File: src/rtl/udp_tx_word_unpacker.sv
`default_nettype none
// ============================================================================
//  Module   : udp_tx_word_unpacker
//  Purpose  : Drains one packet of 32-bit words from a show-ahead FIFO and
//             streams them MSB-byte-first to the UDP TX engine.
//  Revision : 1.0  initial release
// ============================================================================
module udp_tx_word_unpacker #(
    parameter int PKT_WORDS   = 256,
    parameter int USEDW_WIDTH = 12,
    parameter int IFG_CYCLES  = 12
) (
    input  logic                   clk,
    input  logic                   rst,
    input  logic                   en,
    input  logic [31:0]            fifo_dout,
    input  logic                   fifo_empty,
    input  logic [USEDW_WIDTH-1:0] fifo_rdusedw,
    output logic                   fifo_re,
    output logic                   tx_req,
    output logic [15:0]            tx_len,
    input  logic                   tx_ack,
    output logic [7:0]             tx_data,
    output logic                   tx_valid,
    input  logic                   tx_ready,
    output logic                   tx_last,
    output logic                   pkt_done,
    output logic [15:0]            pkt_cnt,
    output logic                   underrun
);

    localparam int c_WL_W  = $clog2(PKT_WORDS + 1);
    localparam int c_GAP_W = $clog2(IFG_CYCLES + 1);
    localparam logic [c_WL_W-1:0]  c_PKT_WORDS = c_WL_W'(PKT_WORDS);
    localparam logic [c_GAP_W-1:0] c_GAP_LAST  = c_GAP_W'(IFG_CYCLES - 1);
    localparam logic [31:0]        c_THRESH    = 32'(PKT_WORDS);

    typedef enum logic [1:0] {
        S_IDLE = 2'd0,
        S_REQ  = 2'd1,
        S_SEND = 2'd2,
        S_GAP  = 2'd3
    } state_t;

    state_t              r_state;
    state_t              w_state_nxt;
    logic                r_tx_req;
    logic [c_WL_W-1:0]   r_words_left;
    logic [31:0]         r_shreg;
    logic [1:0]          r_idx;
    logic                r_tx_valid;
    logic                r_tx_last;
    logic                r_pkt_done;
    logic [15:0]         r_pkt_cnt;
    logic                r_underrun;
    logic [c_GAP_W-1:0]  r_gap_cnt;

    logic                w_thresh;
    logic                w_accept;
    logic                w_final_byte;
    logic                w_need_load;
    logic                w_load;
    logic                w_pkt_end;
    logic                w_req_set;
    logic                w_ack_take;

    // Zero-extend both sides so any USEDW_WIDTH / PKT_WORDS pairing compares correctly.
    assign w_thresh     = 32'(fifo_rdusedw) >= c_THRESH;
    assign w_accept     = r_tx_valid & tx_ready;
    assign w_final_byte = w_accept & (r_idx == 2'd3);
    assign w_pkt_end    = w_final_byte & (r_words_left == '0);

    // A new word is fetched when the buffer is idle or its last byte leaves now,
    // which keeps consecutive words gap-free on the byte stream.
    assign w_need_load  = (r_state == S_SEND) && (r_words_left != '0) &&
                          (!r_tx_valid || w_final_byte);
    assign w_load       = w_need_load & ~fifo_empty;

    always_comb begin
        w_state_nxt = r_state;
        w_req_set   = 1'b0;
        w_ack_take  = 1'b0;
        case (r_state)
            S_IDLE: begin
                if (en && w_thresh) begin
                    w_state_nxt = S_REQ;
                    w_req_set   = 1'b1;
                end
            end
            S_REQ: begin
                if (tx_ack) begin
                    w_state_nxt = S_SEND;
                    w_ack_take  = 1'b1;
                end
            end
            S_SEND: begin
                if (w_pkt_end) begin
                    w_state_nxt = S_GAP;
                end
            end
            S_GAP: begin
                if (r_gap_cnt == c_GAP_LAST) begin
                    w_state_nxt = S_IDLE;
                end
            end
            default: w_state_nxt = S_IDLE;
        endcase
    end

    always_ff @(posedge clk or posedge rst) begin
        if (rst) begin
            r_state      <= S_IDLE;
            r_tx_req     <= 1'b0;
            r_words_left <= '0;
            r_shreg      <= '0;
            r_idx        <= '0;
            r_tx_valid   <= 1'b0;
            r_tx_last    <= 1'b0;
            r_pkt_done   <= 1'b0;
            r_pkt_cnt    <= '0;
            r_underrun   <= 1'b0;
            r_gap_cnt    <= '0;
        end else begin
            r_state    <= w_state_nxt;
            r_pkt_done <= w_pkt_end;

            if (w_req_set) begin
                r_tx_req <= 1'b1;
            end else if (w_ack_take) begin
                r_tx_req <= 1'b0;
            end

            if (w_ack_take) begin
                r_words_left <= c_PKT_WORDS;
                r_idx        <= '0;
                r_tx_valid   <= 1'b0;
                r_tx_last    <= 1'b0;
            end else if (w_pkt_end) begin
                r_tx_valid <= 1'b0;
                r_tx_last  <= 1'b0;
                r_pkt_cnt  <= r_pkt_cnt + 16'd1;
            end else if (w_load) begin
                r_shreg      <= fifo_dout;
                r_idx        <= '0;
                r_words_left <= r_words_left - c_WL_W'(1);
                r_tx_valid   <= 1'b1;
                r_tx_last    <= 1'b0;
            end else if (w_accept) begin
                r_shreg   <= {r_shreg[23:0], 8'h00};
                r_idx     <= r_idx + 2'd1;
                r_tx_last <= (r_idx == 2'd2) && (r_words_left == '0);
                // Final byte gone with no replacement word: stall without inventing data.
                if (r_idx == 2'd3) begin
                    r_tx_valid <= 1'b0;
                end
            end

            if (w_need_load && fifo_empty) begin
                r_underrun <= 1'b1;
            end

            if (r_state == S_GAP) begin
                r_gap_cnt <= r_gap_cnt + c_GAP_W'(1);
            end else begin
                r_gap_cnt <= '0;
            end
        end
    end

    assign fifo_re  = w_load;
    assign tx_req   = r_tx_req;
    assign tx_len   = 16'(PKT_WORDS * 4);
    assign tx_data  = r_shreg[31:24];
    assign tx_valid = r_tx_valid;
    assign tx_last  = r_tx_last;
    assign pkt_done = r_pkt_done;
    assign pkt_cnt  = r_pkt_cnt;
    assign underrun = r_underrun;

endmodule
`default_nettype wire
File: config.mk
export PLATFORM = sky130hd
export DESIGN_NAME = udp_tx_word_unpacker
export DESIGN_NICKNAME = d
export VERILOG_FILES = /design/src/rtl/udp_tx_word_unpacker.sv
export SDC_FILE = /design/constraint.sdc
export NUM_CORES = 1
export LEC_CHECK = 0
export CORE_UTILIZATION = 43
export CTS_CLUSTER_DIAMETER = 50
export DETAILED_ROUTE_END_ITERATION = 8
export PLACE_DENSITY = 0.74
export SLEW_MARGIN = 20
export SYNTH_ARGS = -nofsm -noshare
export SYNTH_HDL_FRONTEND = slang
export SYNTH_SLANG_ARGS = --single-unit
File: constraint.sdc
create_clock -name clk -period 7.9 [get_ports clk]
set_clock_uncertainty 0.15 [all_clocks]
set_input_delay 0.79 -clock clk [delete_from_list [all_inputs] [get_ports clk]]
set_output_delay 0.79 -clock clk [all_outputs]
set_load 0.02 [all_outputs]
# Word-level counts from Yosys, hierarchy flattened
# Index checks and enable logic that the tools add are counted.
totals:
  out_inout_bits: 46
  regBits: 70
  wordCells: 86
op_classes:
  eq_ne: 11
  order_cmp: 1
  muxes: 30
  bitwise_logic: 7
  n_addsub: 4
  reduce_logical: 22
ops:
  columns: ["operator", "n"]
  rows:
  - ["two-way mux 32 bit", 2]
  - ["two-way mux 9 bit", 3]
  - ["adder 16 x 1 -> 16 bit (second input constant)", 1]
  - ["two-way mux 2 bit", 8]
  - ["two-way mux 1 bit", 15]
  - ["greater-or-equal comparator 12 x 9 -> 1 bit (second input constant)", 1]
  - ["logical NOT 9 bit", 1]
  - ["nonzero test 9 bit", 1]
  - ["subtractor 9 x 1 -> 9 bit (second input constant)", 1]
  - ["equality test 2 bit (second input constant)", 4]
  - ["inequality test 2 bit (second input constant)", 4]
  - ["one-hot mux 2 bit (4 select lines)", 1]
  - ["AND reduction 2 bit", 4]
  - ["nonzero test 4 bit", 2]
  - ["nonzero test 2 bit", 3]
  - ["logical AND 1 bit", 5]
  - ["adder 4 x 1 -> 4 bit (second input constant)", 1]
  - ["bitwise AND 1 bit", 4]
  - ["equality test 4 bit (second input constant)", 1]
  - ["two-way mux 4 bit", 1]
  - ["AND reduction 4 bit", 1]
  - ["NOT 1 bit", 3]
  - ["AND reduction 3 bit", 1]
  - ["nonzero test 3 bit", 1]
  - ["other kinds (6)", 6]

# Logic depth before layout (Yosys ltp)
# Gate-level depths: netlist (run 1).
logic_depth:
  word_depth: 8
  depth_mapped: 9
  mapped_depth_nobuf: 7

# Worst setup path before layout (run 1)
# No wires, ideal clock.
synth_timing:
  path_type: "flip-flop to output port"
  startpoint: "register r_words_left[0]"
  endpoint: "output fifo_re"
  n_path_buf: 2
  slack_ns: 5.269
  required_ns: 6.960
  arrival_ns: 1.691
  stages_incl_launch_ff: 8
  path_cell_list: "dfrtp_1 inv_1 ha_1 or4b_1 buf_2 o2111ai_4 inv_4 buf_6"
synth_between:
  elab_chain_len: 4
synth_rtl:
  columns: ["element", "line_no", "source"]
  rows:
  - ["from (decl)", "48", "logic [c_WL_W-1:0] r_words_left;"]
  - ["from (signal assigned)", "134", "r_words_left <= c_PKT_WORDS;"]
  - ["from (signal assigned)", "145", "r_words_left <= r_words_left - c_WL_W'(1);"]
  - ["nonzero test 9 bit", "75", "assign w_need_load = (r_state == S_SEND) && (r_words_left != '0) &&"]
  - ["logical AND 1 bit (2 in series)", "75", null]
  - ["bitwise AND 1 bit", "77", "assign w_load = w_need_load & ~fifo_empty;"]
  - ["to (decl)", "19", "output logic fifo_re,"]
# No other way between the ends.

# Worst setup path after layout (run 1)
# Same ends and word-level chain as after synthesis.

==> results of run 1 <==
[routing by layer]
layer,share of wire,vias up
met5,0,-
met4,0.016,0
met3,0.030,6
met2,0.50,48
met1,0.46,1191
li1,-,1149
[power breakdown]
part / leakage, nW / switching [W] / internal, W / total (W)
Clock: 0.0976 / 0.000139 / 0.000162 / 0.000301
Combinational: 0.962 / 0.000233 / 0.000266 / 0.000498
Sequential: 0.925 / 0.0000587 / 0.000455 / 0.000513
[cell families after synthesis]
| kind of cell | after synthesis | share of synthesized area |
|---|---|---|
| AO/OA/AOI/OAI | 37 | 0.0822 |
| XOR/XNOR | 18 | 0.0442 |
| adder cells (fa/ha/maj) | 9 | 0.0316 |
| buffers and inverters | 48 | 0.0822 |
| flip-flops | 70 | 0.492 |
| multiplexers | 50 | 0.162 |
| other | 2 | 0.00211 |
| AND/OR/NAND/NOR | 65 | 0.104 |
[synthesized netlist by cell type (4+ instances only)]
cell | n | area [sq um]
nand3_1 | 10 | 50.1
xnor2_1 | 17 | 149
nand4_1 | 5 | 31.3
or4_1 | 5 | 37.5
nand2_1 | 10 | 37.5
inv_1 | 10 | 37.5
ha_1 | 9 | 113
buf_2 | 7 | 35.0
and2_1 | 5 | 31.3
o21ai_0 | 4 | 20.0
a22o_1 | 9 | 78.8
nor2_1 | 5 | 18.8
mux2_4 | 4 | 60.1
nor3_1 | 4 | 20.0
mux2_2 | 46 | 518
or3_1 | 7 | 43.8
dfrtp_1 | 70 | 1750
clkbuf_1 | 4 | 15.0
a21oi_1 | 9 | 45.0
buf_4 | 25 | 188
and3_1 | 4 | 25.0
[path summary, 6_finish.rpt]
check / to / slack, ps / cells after the start
max reg2reg: r_idx[1]$_DFFE_PP0P_ / 4930 / 8
min: r_gap_cnt[0]$_DFF_PP0_ / 310 / 1
min reg2reg: r_gap_cnt[0]$_DFF_PP0_ / 310 / 1
max: fifo_re / 3990 / 7
max in group asynchronous: tx_valid$_DFFE_PP0P_ / 6160 / 3
min in group asynchronous: r_gap_cnt[1]$_DFF_PP0_ / 870 / 3
[layout make-up]
class	instances	area [sq um]
Sequential cell	70	1750
Tap cell	102	128
Clock inverter	5	57.6
Multi-Input combinational cell	195	1580
Timing Repair Buffer	76	748
Inverter	11	43.8
Clock buffer	11	151
Fill cell	671	3430
[sequential cells by signal (all words and copies together), names as in the netlist]
name,count
tx_req,1
r_idx,2
underrun,1
r_shreg,32
r_words_left,9
r_gap_cnt,4
tx_valid,1
r_state,2
pkt_done,1
pkt_cnt,16
tx_last,1
[stage by stage]
stage,worst slack [ps],hold WS (ps),cells,util
4_1_cts,3970,316,470,0.565
5_1_grt,3840,338,470,0.565
2_1_floorplan,5190,282,313,-
6_report,3990,313,470,0.565
3_3_place_gp,4190,301,454,0.539
3_5_place_dp,4160,305,454,0.539
[worst max-delay path: cells and delay by family (launching register included)]
family | cells | cell delay (ps)
buf+inv | 4 | 1240
simple gates | 1 | 590
compound gates | 1 | 220
fa+ha+maj | 1 | 150
flops | 1 | 400
==> metrics.txt, run 1 <==
flops & latches, synth 70; CP Cell Sequence inv_1 > ha_1 > or4b_1 > o2111ai_4 > buf_4 > inv_4 > clkdlybuf4s50_1; num rows 32; crit-path max cell delay 590 ps; GRT met2 Usage 0.267; share of post-route cells with drive strength above 1 0.215; Final Max Slew Viols 0; TritonCTS Buffers 9; Vias per Instance between 5 and 6; maximum vdd drop 0.000166 V; largest net degree at the start of global routing 71; die width about 93 microns; gpl congestion about 0.73; CTS Sinks 70; hold-fix buffers at CTS 0; most frequent cells in the layout clkdlybuf4s50_1, dfrtp_1, mux2_2; max_cap viols 0; post-route cell area approximately 4500 sq um; number of I/O port buffers 71; core footprint a little under 8000 sq um; overall die height 93.0 microns; Max-slew headroom 0.416; H-tree levels 3; worst setup path startpoint r_words_left[0]$_DFFE_PP0P_; CTS resizes 0; final WL a little under 7000 microns; worst path required time roughly 7000 ps; post-synthesis cell type count 43; setup violators final 0; initial antenna violation count 0; clk root buf clkbuf_8; Post-synth EDFFs 0; met1 usage 0.220; Worst Tran Pin Value slightly below 900 ps; vias in the first global route 2329; Main synth FF type dfrtp_1; DRT iter0 DRCs 122; synthesized area ~3600 sq um; LEAKAGE roughly 2 nW; nets around 420; iteration count of the initial detailed-routing pass 4; routed len/inst ~14 microns; period utilization 0.495; CTS tree done; total negative slack 0 ps; met3 Track Usage GR 0.0390; Die Area around 8700 sq um; Reg clk slew, reported paths 80 ps; total gr overflow 0; hold violation count in the final report 0; sequential fraction of the synthesis area 0.492; I/O pin cnt 96; Cell Pwr Density about 290 nW/um^2; crit path time final about 4000 ps; Fmax between 200 and 300 MHz; worst hold-check path type reg -> reg; DPL Wire Length between 4000 and 5000 microns; Routed Antenna Nets 0; commonest non-fill, non-tap cell in the layout clkdlybuf4s50_1; most used routing layer met2; Async S/R FF share, synth 1.00; via count of the routed design around 2400; worst skew pair latency 350 ps; Worst Path Max Fanout 37; # Post-CTS Setup Buffers 0; DRC viols 0; CTS max path bufs 2; Hold Path Origin r_gap_cnt[0]$_DFF_PP0_; Gate Count Post-Synth approximately 300; Initial Utilization 0.452; Area after DPL 4250 sq um; Arr. time, crit path 2970 ps; Avg Inst Size Synth ~12 sq um; ANT cells 0; Critical Path End Type output pin; RSZ-0062 raised after global routing false; first-pass GRT wire length roughly 11000 microns; Tot Pwr 0.00131 W; Worst setup SP type register; slowest CP cell or4b_1; WS Path Type reg -> out; warnings from Yosys 0; P&R area growth vs syn 25.1%; status complete, no violations; FF-to-FF Start r_words_left[0]$_DFFE_PP0P_; Total GRT Usage 0.168
Note: power is estimated with default switching activity, not from simulation.
==> run 2, diff against run 1 <==
==> constraint.sdc (replaced) <==
create_clock -name clk -period 3.7 [get_ports clk]
set_clock_uncertainty 0.15 [all_clocks]
set_input_delay 0.37 -clock clk [delete_from_list [all_inputs] [get_ports clk]]
set_output_delay 0.37 -clock clk [all_outputs]
set_load 0.02 [all_outputs]
==> run 2 against run 1 <==
Effect of this change: clock power increased by 140%; power increased by 120%; clock-buffer cell count increased by 2; non-clock buffer count increased by 2; worst setup slack got worse by 3300 ps; die area unchanged; routed wire length decreased by 0.13%; critical path type unchanged; highest routed layer unchanged.
==> metrics.txt, run 2 (same netlist as run 1, synthesis figures left out) <==
TritonCTS Buffers 9; total negative slack 0 ps; Tot Pwr about 0.0029 W; ANT cells 0; setup violators final 0; PnR worst setup slack about 660 ps; maximum vdd drop roughly 0.00035 V; DPL Wire Length 4790 microns; CTS tree done; Routed Antenna Nets 0; nets ~420; final WL 6740 microns; Final Max Slew Viols 0; Vias per Instance a little over 5; WS Path Type reg -> out; DRC viols 0; Area after DPL between 4000 and 5000 sq um; status complete, no violations; Die Area 8660 sq um; post-route cell area around 4500 sq um; num rows 32; Total GRT Usage 0.168; crit-path max cell delay around 580 ps; CTS resizes 0; LEAKAGE ~2 nW; Max-slew headroom 0.567; Largest register FFs 32; Arr. time, crit path ~2500 ps; vias in the first global route around 2400; # Post-CTS Setup Buffers 0; CTS Sinks 70; FF-to-FF Start r_words_left[0]$_DFFE_PP0P_; Reg clk slew, reported paths 70 ps; commonest non-fill, non-tap cell in the layout clkdlybuf4s50_1; Largest Register r_shreg; worst path required time about 3200 ps; Fmax 329 MHz; share of post-route cells with drive strength above 1 0.216; iteration count of the initial detailed-routing pass 4; crit path time final between 3000 and 4000 ps; initial antenna violation count 0; via count of the routed design 2433; worst setup path startpoint r_words_left[0]$_DFFE_PP0P_; I/O pin cnt 96; slowest CP cell or4b_1; clk root buf clkbuf_8; Cell Count Post-Placement 456; CTS max path bufs 2; overall die height ~93 microns; Cell Pwr Density roughly 640 nW/um^2; P&R area growth vs syn 26.3%; CP Cell Sequence inv_1 > ha_1 > or4b_1 > o2111ai_4 > inv_4 > clkdlybuf4s50_1; gpl congestion around 0.72; total gr overflow 0; most frequent cells in the layout clkdlybuf4s50_1, dfrtp_1, mux2_2; hold violation count in the final report 0; number of I/O port buffers 71; first-pass GRT wire length 11400 microns; routed len/inst around 14 microns; worst hold-check path type in -> async; Initial Utilization 0.452; period utilization 0.822; DRT iter0 DRCs approximately 160; dpl ws roughly 830 ps; hold-fix buffers at CTS 0; core footprint roughly 8000 sq um; H-tree levels 3; RSZ-0062 raised after global routing false; largest net degree at the start of global routing 37; Worst R2R Path Depth 8; max_cap viols 0; Worst Path Max Fanout 13; post-route insts no fill 472; worst skew pair latency 330 ps; Worst setup SP type register; Critical Path End Type output pin; die width 93.0 microns; Worst Tran Pin Value 649 ps
==> run 2: final timing paths <==
check | to | slack, ps
min in group clk | r_gap_cnt[0]$_DFF_PP0_ | 320
worst max register to register | r_shreg[11]$_DFFE_PP0P_ | 830
worst min-delay path | r_shreg[1]$_DFFE_PP0P_ | 180
worst min register to register | r_gap_cnt[0]$_DFF_PP0_ | 320
worst max-delay path | fifo_re | 660
max in group asynchronous | tx_req$_DFFE_PP0P_ | 2510
==> run 2: critical path, delay by kind of cell, from the launching register on <==
| kind | cells | cell delay [ps] |
|---|---|---|
| AOI/OAI and AO/OA | 1 | 270 |
| DFF | 1 | 410 |
| buffers and inverters | 3 | 770 |
| adders and majority gates | 1 | 150 |
| and+or+nand+nor | 1 | 580 |
==> run 2: power by group <==
part           switching [W]  total, W  leakage (nW)  internal [W]
clock network       0.000277  0.000711         0.120      0.000435
logic               0.000499   0.00107         0.973      0.000569
registers           0.000124   0.00109         0.925      0.000971
total               0.000899   0.00287          2.02       0.00197
==> run 2: area by class of cell <==
type | count | area [sq um]
fillers | 692 | 3390
multi-input cells | 195 | 1580
clock buffers | 13 | 169
flip-flops and latches | 70 | 1750
repair buffers | 78 | 763
inverters | 11 | 43.8
well taps | 102 | 128
clock inverters | 3 | 65.1
==> run 2: metrics by stage <==
| stage | utilization | hold WS (ps) |
|---|---|---|
| global route | 0.570 | 214 |
| detailed placement | 0.541 | 316 |
| floorplan | - | 282 |
| global placement | 0.541 | 304 |
| CTS | 0.570 | 183 |
| finish | 0.570 | 178 |
==> run 2: per-layer routing <==
layer,track usage,up-vias,wire length [microns],share of wire
li1,-,1149,-,-
met1,0.215,1218,2880,0.43
met2,0.284,60,3560,0.53
met3,0.0366,6,225,0.033
met4,0.0500,0,70,0.010
met5,0,-,0,0
==> run 3, diff against run 2 <==
==> constraint.sdc (replaced) <==
create_clock -name clk -period 2.82 [get_ports clk]
set_clock_uncertainty 0.15 [all_clocks]
set_input_delay 0.282 -clock clk [delete_from_list [all_inputs] [get_ports clk]]
set_output_delay 0.282 -clock clk [all_outputs]
set_load 0.02 [all_outputs]
==> run 3 against run 2 <==
Effect of this change: sequential cell count did not move; core utilization grew 0.63 points; hold slack worse by 27 ps; combinational power grew 40%; worst setup slack worse by 560 ps; power is 30% higher; sequential share of layout area fell by 0.43 points; via count barely moved; routed wire length grew 2.6%; sequential power grew 31%; cell count increased by 1.7%; critical path type unchanged; critical endpoint unchanged; highest routed layer unchanged.
==> metrics.txt, run 3 (same netlist as run 1, synthesis figures left out) <==
share of post-route cells with drive strength above 1 0.238; DRT iter0 DRCs around 130; Cell Pwr Density between 800 and 900 nW/um^2; worst skew pair latency around 350 ps; core footprint slightly below 8000 sq um; Worst Tran Pin Value between 600 and 700 ps; Cell Count Post-Placement 463; nets approximately 430; Routed Antenna Nets 0; hold violation count in the final report 0; die width a little over 90 microns; clk root buf clkbuf_8; post-route insts no fill 480; maximum vdd drop about 0.00035 V; routed len/inst between 10 and 15 microns; Initial Utilization 0.452; Arr. time, crit path ~2300 ps; number of I/O port buffers 71; Layout Utilization 0.577; LEAKAGE between 2 and 2.5 nW; first-pass GRT wire length 11400 microns; Storage cell area approximately 1800 sq um; via count of the routed design roughly 2400; ANT cells 0; # fillers 675; Fmax between 300 and 400 MHz; RSZ-0062 raised after global routing false; total gr overflow 0; H-tree levels 3; setup violators final 0; P&R area growth vs syn 27.7%; I/O pin cnt 96; Reg clk slew, reported paths 70 ps; Total GRT Usage 0.172; CTS max path bufs 2; DPL Wire Length between 4000 and 5000 microns; WS Path Type reg -> out; iteration count of the initial detailed-routing pass 4; Max-slew headroom 0.582; max_cap viols 0; num rows 32; vias in the first global route ~2400; multi-input logic area around 1600 sq um; Worst Path Max Fanout 13; largest net degree at the start of global routing slightly above 70; period utilization 0.965; most frequent cells in the layout clkdlybuf4s50_1, dfrtp_1, mux2_2; worst hold-check path type in -> async; overall die height around 93 microns; Die Area a little under 9000 sq um; CTS Sinks 70; final WL 6910 microns; Vias per Instance about 5; Worst setup SP type register; gpl congestion 0.756; crit path time final around 2700 ps; CTS tree done; status complete, no violations; Largest Register r_shreg; DRC viols 0; worst path required time between 2000 and 2500 ps; TritonCTS Buffers 9; Critical Path End Type output pin; Final Max Slew Viols 0; initial antenna violation count 0; Worst R2R Path Depth 8; Largest register FFs 32
[run 3: changes by cell type in the layout (fill, tap and decap cells not counted), sizes merged]
cell / change
clkinv: +2
inv: +1
clkdlybuf4s15: +1
buf: +8
clkbuf: -4
bufinv: -1
clkinvlp: +2
clkdlybuf4s50: -1
[run 3: critical path: stages (launching register included)]
cell,delay (ps)
dfrtp_1,400
inv_1,70
ha_1,170
or4b_4,510
o2111ai_4,240
buf_4,160
inv_4,80
clkdlybuf4s15_1,300
[run 3: per-layer routing]
metal | part of all wire | up-vias | track usage
met3 | 0.026 | 11 | 0.0228
met2 | 0.51 | 59 | 0.281
met5 | 0 | - | 0
met1 | 0.44 | 1192 | 0.219
li1 | - | 1169 | -
met4 | 0.025 | 0 | 0.100
[run 3: stage by stage]
stage / hold WS, ps / worst slack [ps] / TNS, ps / power, W / cell area (sq um)
2_1_floorplan: 265 / 207 / 0 / 0.00255 / 3620
3_3_place_gp: 302 / -63.8 / -1500 / 0.00287 / 4320
3_5_place_dp: 314 / 95.1 / 0 / 0.00295 / 4340
4_1_cts: 183 / 44.8 / 0 / 0.00378 / 4540
5_1_grt: 213 / 4.82 / 0 / 0.00398 / 4550
6_report: 151 / 98.3 / 0 / 0.00374 / 4550
[run 3: worst paths after layout]
kind                                              from                      to  slack, ps
max reg2reg                r_words_left[0]$_DFFE_PP0P_  r_shreg[8]$_DFFE_PP0P_        170
min                                                rst  r_gap_cnt[2]$_DFF_PP0_        150
min in group clk                r_gap_cnt[0]$_DFF_PP0_  r_gap_cnt[0]$_DFF_PP0_        320
max in group asynchronous                          rst    underrun$_DFFE_PP0P_       2030
max                        r_words_left[0]$_DFFE_PP0P_                 fifo_re        100
min reg2reg                     r_gap_cnt[0]$_DFF_PP0_  r_gap_cnt[0]$_DFF_PP0_        320
[run 3: what timing repair did]
action	CTS	global route
endpoints found under the setup margin	1	2
buffers inserted	1	0
hold buffers	0	0
pin swaps	1	0
gates resized for setup	2	2
[run 3: layout make-up]
| type | count | share of cell area |
|---|---|---|
| clock buffer | 9 | 0.0272 |
| timing repair buffer | 86 | 0.186 |
| inverter | 11 | 0.00963 |
| multi-input combinational | 195 | 0.348 |
| sequential | 70 | 0.385 |
| clock inverter | 7 | 0.0160 |
| tap | 102 | 0.0281 |
[run 3: where the power goes]
group | switching [W] | internal, W | total (W) | leakage [nW]
combinational | 0.000683 | 0.000816 | 0.00150 | 1.02
sequential | 0.000161 | 0.00127 | 0.00143 | 0.925
clock | 0.000400 | 0.000409 | 0.000809 | 0.0956
total | 0.00124 | 0.00250 | 0.00374 | 2.04
